<file path="config.mk">
export PLATFORM = sky130hd
export DESIGN_NAME = mips_instr_encoder
export DESIGN_NICKNAME = d
export VERILOG_FILES = /design/src/rtl/mips_instr_encoder.sv
export SDC_FILE = /design/constraint.sdc
export NUM_CORES = 1
export LEC_CHECK = 0
export ABC_AREA = 1
export BUFFER_PORTS_ARGS = -buffer_cell sky130_fd_sc_hd__buf_2
export CAP_MARGIN = 15
export CORE_ASPECT_RATIO = 0.5
export CORE_MARGIN = 4
export CORE_UTILIZATION = 40
export DETAILED_ROUTE_END_ITERATION = 8
export HOLD_SLACK_MARGIN = 0.15
export PLACE_DENSITY = 0.8
export SLEW_MARGIN = 20
export SYNTH_ARGS = -nofsm -noshare
export SYNTH_HDL_FRONTEND = slang
export SYNTH_SLANG_ARGS = --single-unit
</file>
<file path="constraint.sdc">
create_clock -name clk -period 1.1 [get_ports clk]
set_input_delay 0.11 -clock clk [delete_from_list [all_inputs] [get_ports clk]]
set_output_delay 0.11 -clock clk [all_outputs]
set_load 0.02 [all_outputs]
</file>
<file path="src/rtl/mips_instr_encoder.sv">
// Packs symbolic ADD/SUB/AND/OR/SLT/LW/SW/BEQ requests into MIPS words and writes them to imem in order; ENC_CHECKSUM_EN adds an XOR checksum.
// Latency: a request accepted at edge N is written (imem_we=1) during cycle N+1, so one word is written every 2 cycles.
// Backpressure: in_ready is high only in IDLE and stays low after done/err_full until rst or clear.
module mips_instr_encoder #(
   parameter int IMEM_DEPTH = 64,
   parameter int ADDR_W     = 6
) (
   input  logic              clk,
   input  logic              rst,
   input  logic              clear,
   input  logic              in_valid,
   output logic              in_ready,
   input  logic [2:0]        in_kind,
   input  logic [4:0]        in_rs,
   input  logic [4:0]        in_rt,
   input  logic [4:0]        in_rd,
   input  logic [15:0]       in_imm,
   input  logic              in_last,
   output logic              imem_we,
   output logic [ADDR_W-1:0] imem_addr,
   output logic [31:0]       imem_wdata,
   output logic [ADDR_W:0]   count,
   output logic              done,
   output logic              err_full,
   output logic [31:0]       checksum
);

   localparam logic [1:0] S_IDLE  = 2'd0;
   localparam logic [1:0] S_WRITE = 2'd1;
   localparam logic [1:0] S_DONE  = 2'd2;
   localparam logic [1:0] S_FULL  = 2'd3;

   localparam logic [ADDR_W-1:0] LAST_ADDR = ADDR_W'(IMEM_DEPTH - 1);

   logic [1:0]        state;
   logic [ADDR_W-1:0] ptr;
   logic [ADDR_W:0]   cnt;
   logic [ADDR_W-1:0] addr_q;
   logic [31:0]       wdata_q;
   logic              last_q;
   logic [31:0]       enc;
   logic              restart;

   assign restart = rst | clear;

   always_comb begin
      enc = '0;
      case (in_kind)
         3'd0:    enc = {6'b000000, in_rs, in_rt, in_rd, 5'd0, 6'b100000};
         3'd1:    enc = {6'b000000, in_rs, in_rt, in_rd, 5'd0, 6'b100010};
         3'd2:    enc = {6'b000000, in_rs, in_rt, in_rd, 5'd0, 6'b100100};
         3'd3:    enc = {6'b000000, in_rs, in_rt, in_rd, 5'd0, 6'b100101};
         3'd4:    enc = {6'b000000, in_rs, in_rt, in_rd, 5'd0, 6'b101010};
         3'd5:    enc = {6'b100011, in_rs, in_rt, in_imm};
         3'd6:    enc = {6'b101011, in_rs, in_rt, in_imm};
         default: enc = {6'b000100, in_rs, in_rt, in_imm};
      endcase
   end

   always_ff @(posedge clk) begin
      if (restart) begin
         state   <= S_IDLE;
         ptr     <= '0;
         cnt     <= '0;
         addr_q  <= '0;
         wdata_q <= '0;
         last_q  <= 1'b0;
      end else begin
         case (state)
            S_IDLE: begin
               if (in_valid) begin
                  wdata_q <= enc;
                  addr_q  <= ptr;
                  last_q  <= in_last;
                  state   <= S_WRITE;
               end
            end
            S_WRITE: begin
               ptr <= ptr + 1'b1;
               cnt <= cnt + 1'b1;
               // a last word at the top address still counts as a clean finish
               if (last_q)
                  state <= S_DONE;
               else if (ptr == LAST_ADDR)
                  state <= S_FULL;
               else
                  state <= S_IDLE;
            end
            default: ;
         endcase
      end
   end

   // gating by restart drops a pending write in the same cycle it is aborted
   assign imem_we    = (state == S_WRITE) & ~restart;
   assign imem_addr  = addr_q;
   assign imem_wdata = wdata_q;
   assign count      = cnt;
   assign in_ready   = (state == S_IDLE);
   assign done       = (state == S_DONE);
   assign err_full   = (state == S_FULL);

`ifdef ENC_CHECKSUM_EN
   logic [31:0] csum_q;

   always_ff @(posedge clk) begin
      if (restart)
         csum_q <= '0;
      else if (state == S_WRITE)
         csum_q <= csum_q ^ wdata_q;
   end

   assign checksum = csum_q;
`else
   assign checksum = '0;
`endif

endmodule
</file>
==> results.json <==
{
  "setup_ws_ns": -0.176,
  "clk_path_buf_depth": 2,
  "path_clk_slew_ns": 0.07,
  "grt_antenna_before_repair": 0,
  "start_util": 0.426,
  "n_antenna_cell": 0,
  "min_period_over_period": 1.16,
  "final_util": 0.695,
  "period_needed_ns": 1.28,
  "cts-root-buf": "clkbuf_16",
  "synth_largest_area_cell": "dfxtp_1",
  "synth_top_area_share": 0.423,
  "finalHoldViolations": 0,
  "core-area_sq_um": 5660,
  "area_growth_pct": 63.2,
  "drt_pass1_iterations": 5,
  "grt_pass1_vias": 2580,
  "h-tree-depth": 2,
  "violations": "negative setup slack",
  "vias": 2911,
  "ys_top_cells_by_area": "dfxtp_1 42%, buf_4 12%, nor2_1 9.8%, nand2_1 9.5%, a21oi_1 4.4%",
  "numCtsBuffers": 5,
  "peakVddDrop_uv": 651,
  "hpwlAfterDp_um": 4340,
  "clock_latency_ns": 0.30,
  "outcome": "complete, but fails checks",
  "grt_usage": 0.201,
  "required_ns": 1.28,
  "port_buffers": 86,
  "synthCells": 330,
  "dieHeight_um": 62.9,
  "mappedNetlistArea_sq_um": 2410,
  "syn_area_per_cell_sq_um": 7.31,
  "crit_path_start_kind": "register",
  "crit_arrival_ns": 1.46,
  "hold_path_class": "in2reg",
  "setup_viol_count_final": 52,
  "wl_per_cell_um": 17.5,
  "synth_cell_type_count": 29,
  "cp_max_fo": 11,
  "routed_wl_um": 9570,
  "report.final.slew_viol_count": 0,
  "layout-drive-gt1-share": 0.448,
  "fin_skew_ns": 0.00804,
  "synth-seq-cells": 51,
  "grt.overflow.total": 0,
  "ant_nets": 0,
  "cts_tree": "built",
  "max_cap_violations": 0,
  "criticalPathCategory": "reg2reg",
  "cts_num_sinks": 51,
  "end_kind": "register",
  "rsz0062_at_grt": "true",
  "grt_max_degree": 24,
  "yosysSeqAreaShare": 0.423,
  "io-pin-count": 120,
  "rows": 19,
  "power_density_nw_per_um2": 1210,
  "drtIter0Drc": 300,
  "drc_errors": 0,
  "fp.dieW_um": 118,
  "placed_cells": 496,
  "fmax_ghz": 0.784,
  "rrSetupSlack_ns": -0.18,
  "grt_pass1_wl_um": 12100,
  "fin_cells": 546,
  "avgViaCountPerCell": 5.33,
  "dieArea_sq_um": 7410,
  "yosys_warnings": 0,
  "p_leak_nw": 1.84,
  "place_congestion": 0.746,
  "nets": 513
}
cell families (layout without fill, tap and decap cells):
| family | Yosys count | in the layout | share of synthesized area |
|---|---|---|---|
| compound gates | 54 | 54 | 0.121 |
| flops | 51 | 51 | 0.423 |
| simple gates | 148 | 148 | 0.256 |
| xor+xnor | 1 | 1 | 0.00363 |
| buf+inv | 73 | 184 | 0.184 |
| other cells | 1 | 33 | 0.00156 |
| fa+ha+maj | 2 | 2 | 0.0104 |
repair_timing:
action                                  CTS  global route
endpoints found under the setup margin   51            51
hold buffers                             31             0
gates cloned                              1             0
setup buffers                             2             8
pin swaps                                12            19
endpoints found under the hold margin    26             0
resized for setup                        46            75
routing by layer:
metal / up-vias / track usage / part of all wire
met4: 0 / 0.108 / 0.052
met3: 50 / 0.0488 / 0.11
met1: 1334 / 0.224 / 0.37
met2: 264 / 0.359 / 0.47
met5: - / 0 / 0
li1: 1263 / - / -
flip-flops by register name, summed over array words and instances, names as in the netlist:
name,count
count,7
imem_addr,6
imem_wdata,29
last_q,1
ptr,6
state,2
stage by stage:
stage | hold WS, ns | worst slack (ns) | setup TNS [ns] | total power, mW | area (sq um)
after floorplan | 0.221 | -0.0861 | -2.03 | 2.49 | 2560
after global placement | 0.309 | -0.0981 | -1.15 | 2.62 | 2940
after detailed placement | 0.323 | -0.131 | -2.22 | 2.63 | 2940
after CTS | 0.157 | -0.0589 | -0.575 | 4.55 | 3590
after global routing | 0.203 | -0.216 | -5.87 | 4.91 | 3930
final | 0.169 | -0.176 | -3.50 | 4.75 | 3930
placed cells by master (no fill, tap or decap), drive strengths merged:
master       netlist  routed
o21ai             29      29
clkbuf             2       6
nand4              1       1
ha                 2       2
a21oi             23      23
o211ai             1       1
buf               44     118
nor3               3       3
dfxtp             51      51
nand3             16      16
inv               27      25
clkinvlp           0       1
xor2               1       1
dlygate4sd3        0      31
nor2              66      66
conb               1      33
bufinv             0       1
a31oi              1       1
clkinv             0       2
nand2             62      62
synth_stat cells:
cell	number
nor2_2	1
a31oi_1	1
nand4_1	1
nand3_2	2
xor2_1	1
nand3_1	14
buf_6	3
ha_1	2
inv_2	2
nor3_1	3
nor2_1	63
o211ai_1	1
inv_4	1
o21ai_0	20
o21ai_1	8
nor2_4	2
buf_4	37
buf_2	3
o21ai_4	1
nand2_1	61
dfxtp_1	51
nand2_4	1
a21oi_1	21
clkbuf_1	1
conb_1	1
clkbuf_2	1
inv_1	24
a21oi_2	2
buf_1	1
final cells by class:
type / count / area [sq um]
Clock buffer: 6 / 139
Clock inverter: 2 / 35.0
Fill cell: 363 / 1720
Inverter: 27 / 125
Multi-Input combinational cell: 238 / 1410
Sequential cell: 51 / 1030
Tap cell: 73 / 91.3
Timing Repair Buffer: 149 / 1100
final timing paths:
| check | start | to | cells past startpoint |
|---|---|---|---|
| worst min-delay path | in_imm[0] | imem_wdata[0] | 5 |
| worst max-delay path | state[0] | imem_wdata[2] | 5 |
| worst max register to register | state[0] | imem_wdata[2] | 5 |
| worst min register to register | imem_wdata[24] | imem_wdata[24] | 2 |
worst max-delay path, stage by stage (launching register included):
cell      delay (ns)
dfxtp_4         0.38
nor2_4          0.14
nand2_4         0.14
buf_6           0.18
o211ai_1        0.23
nor2_1          0.10
power breakdown:
group	switching [mW]	internal, mW
Sequential	0.0446	1.90
Combinational	0.578	0.379
Clock	0.715	1.13
Note: power is estimated with default switching activity, not from simulation.
